[src/rtl/gate_pipe_n.sv]
`default_nettype none
// ============================================================================
// gate_pipe_n : two-stage elastic pipeline computing bitwise A op B and op-reduction of A
// Revision    : 1.0
// ============================================================================
module gate_pipe_n #(
   parameter int WIDTH = 8,
   parameter int OPW   = 3
) (
   input  logic             clk,
   input  logic             rst,
   input  logic             in_valid,
   output logic             in_ready,
   input  logic [WIDTH-1:0] in_a,
   input  logic [WIDTH-1:0] in_b,
   input  logic [OPW-1:0]   in_op,
   output logic             out_valid,
   input  logic             out_ready,
   output logic [WIDTH-1:0] out_vec,
   output logic             out_red,
   output logic             out_err
);

   localparam logic [OPW-1:0] c_OP_AND  = OPW'(0);
   localparam logic [OPW-1:0] c_OP_OR   = OPW'(1);
   localparam logic [OPW-1:0] c_OP_XOR  = OPW'(2);
   localparam logic [OPW-1:0] c_OP_NAND = OPW'(3);
   localparam logic [OPW-1:0] c_OP_NOR  = OPW'(4);
   localparam logic [OPW-1:0] c_OP_XNOR = OPW'(5);
   localparam logic [OPW-1:0] c_OP_ILL  = OPW'(6);

   logic             r_s1_valid;
   logic [WIDTH-1:0] r_s1_a;
   logic [WIDTH-1:0] r_s1_b;
   logic [OPW-1:0]   r_s1_op;
   logic             r_s2_valid;
   logic [WIDTH-1:0] r_s2_vec;
   logic             r_s2_red;
   logic             r_err;

   logic             w_s2_ready;
   logic             w_s1_ready;
   logic             w_in_fire;
   logic [WIDTH-1:0] w_vec;
   logic             w_red;

   assign w_s2_ready = ~r_s2_valid | out_ready;
   assign w_s1_ready = ~r_s1_valid | w_s2_ready;
   // Gated by rst so upstream never sees ready while the pipeline is held in reset.
   assign in_ready   = w_s1_ready & ~rst;
   assign w_in_fire  = in_valid & in_ready;

   always_comb begin
      w_vec = '0;
      w_red = 1'b0;
      case (r_s1_op)
         c_OP_AND:  begin w_vec = r_s1_a & r_s1_b;    w_red = &r_s1_a;  end
         c_OP_OR:   begin w_vec = r_s1_a | r_s1_b;    w_red = |r_s1_a;  end
         c_OP_XOR:  begin w_vec = r_s1_a ^ r_s1_b;    w_red = ^r_s1_a;  end
         c_OP_NAND: begin w_vec = ~(r_s1_a & r_s1_b); w_red = ~&r_s1_a; end
         c_OP_NOR:  begin w_vec = ~(r_s1_a | r_s1_b); w_red = ~|r_s1_a; end
         c_OP_XNOR: begin w_vec = ~(r_s1_a ^ r_s1_b); w_red = ~^r_s1_a; end
         default:   begin w_vec = '0;                 w_red = 1'b0;     end
      endcase
   end

   always_ff @(posedge clk or posedge rst) begin
      if (rst) begin
         r_s1_valid <= 1'b0;
         r_s1_a     <= '0;
         r_s1_b     <= '0;
         r_s1_op    <= '0;
         r_s2_valid <= 1'b0;
         r_s2_vec   <= '0;
         r_s2_red   <= 1'b0;
         r_err      <= 1'b0;
      end else begin
         if (w_s1_ready) begin
            r_s1_valid <= in_valid;
         end
         if (w_in_fire) begin
            r_s1_a  <= in_a;
            r_s1_b  <= in_b;
            r_s1_op <= in_op;
         end
         if (w_s2_ready) begin
            r_s2_valid <= r_s1_valid;
         end
         if (r_s1_valid && w_s2_ready) begin
            r_s2_vec <= w_vec;
            r_s2_red <= w_red;
         end
         // Sticky until reset; flagged as the illegal opcode enters S1.
         if (w_in_fire && (in_op >= c_OP_ILL)) begin
            r_err <= 1'b1;
         end
      end
   end

   assign out_valid = r_s2_valid;
   assign out_vec   = r_s2_vec;
   assign out_red   = r_s2_red;
   assign out_err   = r_err;

endmodule
`default_nettype wire

[config.mk]
export PLATFORM = sky130hd
export DESIGN_NAME = gate_pipe_n
export DESIGN_NICKNAME = d
export VERILOG_FILES = /design/src/rtl/gate_pipe_n.sv
export SDC_FILE = /design/constraint.sdc
export NUM_CORES = 1
export LEC_CHECK = 0
export BUFFER_PORTS_ARGS = -buffer_cell sky130_fd_sc_hd__buf_2
export CORE_UTILIZATION = 51
export CTS_CLUSTER_DIAMETER = 120
export DETAILED_ROUTE_END_ITERATION = 7
export PLACE_DENSITY = 0.79
export SYNTH_ARGS = -nofsm -noshare
export SYNTH_HDL_FRONTEND = slang
export SYNTH_SLANG_ARGS = --single-unit
export TNS_END_PERCENT = 100
[constraint.sdc]
create_clock -name clk -period 3.09 [get_ports clk]
set_input_delay 0.309 -clock clk [delete_from_list [all_inputs] [get_ports clk]]
set_output_delay 0.309 -clock clk [all_outputs]
set_load 0.03 [all_outputs]
==> flow_summary.ini <==
[clock_network]
insertion_delay_ns = 0.29
cts_buffer_depth = 2
cts-root-buf = clkbuf_8
cts_hold_buf = 0
cts_buffers = 5
cts_sinks = 31
cts.htree.levels = 2
cts_resized = 0
cts_setup_buffers = 0
cts_tree = yes
clk_pin_slew_worst_paths_ns = 0.07

[die]
die-area_um2 = 4460
rows = 23
initial_core_util_pct = 53.5
die_w_um = 66.8
ioPinCount = 35
die_h_um = 66.8
core_um2 = 4000

[worst_setup_path]
start_kind = flop
r2r_cells = 4
crit_fanout = 17
reg2reg_to = out_vec[4]
r2r_setup_slack_ns = 1.49
path_class = reg -> reg
startpoint = r_s1_op[0]
crit_required_ns = 3.21
critPathArrivalTime_ns = 1.73
cp-end-kind = flop
r2r-start = r_s1_op[0]

[sta]
finalCritPeriodShare_pct = 51.9
setup_viol = 0
fin_tns_setup_ns = 0
final.setup_skew_ns = 0.00465
worstMarginPinSlew_ns = 0.906
slew_violations = 0
maxSlewHeadroom_pct = 39.4
fmax_ghz = 0.623
hold_violations = 0
rsz0062_at_grt = no
final.min_clock_period_ns = 1.60

[synthesis]
syn_area_um2 = 2140
synth.distinct_cells = 33
synth_edf_count = 0
yosys-top-cells-area = dfrtp_1 (36%), ha_1 (14%), mux2_4 (7.0%)
netlist.area_leader.share_pct = 36.3
synth_top_cell_by_area = dfrtp_1
synthTopCellsByCount = dfrtp_1 (31), ha_1 (24), inv_1 (24), nor2_1 (14), o211ai_1 (13)
synth-seq-cells = 31
async_flop_share_pct = 100
netlist_instances = 211
synthFlopType = dfrtp_1
synthesis.nets = 258
yosysWarnings = 0
ys_seq_area_share_pct = 36.3
syn_area_per_cell_um2 = 10.1
synth_most_common_cell = dfrtp_1

[global_routing]
grt_max_degree = 32
antenna_found_initial = 0
grt_overflow = 0
grtUsageTotal_pct = 20.8
grt_pass1_wl_um = 6780
grt_pass1_vias = 1538

[job]
drv_cap = 0

[route]
wl_um = 3910
antenna_left = 0
drcViolationCount = 0
via_per_inst = 5.41
firstDrtPassIters = 4
vias = 1597
routedWlPerCell_um = 13.2
drt_iter0_markers = 75

[place]
post_dp_cell_area_um2 = 2330
hpwl_um = 2950
gp_congestion = 0.797
portBuffers = 34

[cells_and_area]
drive_gt1_share_pct = 26.9
utilization_pct = 60.7
areaGrowthSynthToFinish_pct = 13.5
antenna_cells = 0
final_nets = 291
design_area_um2 = 2430

[power_and_ir_drop]
p_per_area_nw_per_um2 = 671
leakagePower_nw = 1.21
ir_worst_vdd_v = 0.000358

[hold_path]
min_path_type = in -> async

[status]
status = finished, final reports clean
[cell families (layout without fill, tap and decap cells)]
kind of cell / after synthesis / after routing / synth area share [%]
compound gates: 53 / 53 / 17.8
simple gates: 43 / 43 / 10.1
flops: 31 / 31 / 36.3
fa+ha+maj: 24 / 24 / 14.0
xor+xnor: 3 / 3 / 1.23
mux: 22 / 22 / 13.2
buf+inv: 35 / 69 / 7.37
[stage by stage]
stage / std cells / power [mW] / hold WS (ns) / setup slack (ns)
after floorplan: 211 / 1.13 / 0.401 / 1.39
after global placement: 287 / 1.27 / 0.440 / 1.53
after detailed placement: 287 / 1.29 / 0.445 / 1.50
after CTS: 295 / 1.64 / 0.142 / 1.49
after global routing: 295 / 1.75 / 0.173 / 1.31
final: 295 / 1.63 / 0.122 / 1.49
[registers in the layout, summed over array words and instances (netlist names)]
signal	flops
out_red	1
r_s1_valid	1
r_s1_a	8
r_s1_op	3
out_valid	1
out_vec	8
r_s1_b	8
out_err	1
[area by class of cell]
| type | instances | area [µm²] |
|---|---|---|
| Fill cell | 351 | 1570 |
| Sequential cell | 31 | 776 |
| Tap cell | 50 | 62.6 |
| Clock buffer | 8 | 100 |
| Inverter | 24 | 90.1 |
| Multi-Input combinational cell | 145 | 1200 |
| Timing Repair Buffer | 37 | 193 |
[report_power, final]
group	internal [mW]	leakage (nW)	switching [mW]	total, mW
Clock	0.203	0.0515	0.148	0.352
Sequential	0.500	0.357	0.0816	0.582
Combinational	0.303	0.798	0.393	0.695
[layer usage]
metal / GRT usage, % / up-vias / routed length (µm) / part of all wire (%)
met3: 5.82 / 5 / 272 / 7.0
li1: - / 806 / - / -
met5: 0 / - / 0 / 0
met2: 31.7 / 57 / 1720 / 44
met4: 9.04 / 0 / 59 / 1.5
met1: 27.2 / 729 / 1860 / 48
[worst max-delay path: stages (launching register included)]
cell      delay, ns
dfrtp_1        0.60
inv_1          0.32
a211oi_1       0.30
a211o_1        0.14
a31oi_1        0.07
[placed cells by master, fill, tap and decap left out, types with 2 or more instances in the layout]
cell / count
a211o_1: 4
a21o_1: 4
a21oi_1: 10
a31oi_1: 6
a41o_1: 2
buf_2: 34
buf_4: 3
clkbuf_8: 7
dfrtp_1: 31
ha_1: 24
inv_1: 24
mux2_2: 9
mux2_4: 10
mux2i_1: 3
nand2_1: 12
nand2b_1: 4
nand4_1: 2
nor2_1: 14
nor2b_1: 9
o2111ai_1: 3
o211ai_1: 13
o21ai_0: 5
xnor2_1: 2
[how the worst max path moves through the flow]
stage,end,slack (ns),depth (start not counted)
6_report,out_vec[4],1.49,4
5_1_grt,out_vec[6],1.31,4
4_1_cts,out_red,1.49,4
3_5_place_dp,out_red,1.50,4
3_3_place_gp,out_red,1.53,4
2_1_floorplan,r_s1_a[0],1.39,5
(Power assumes the default switching activity.)
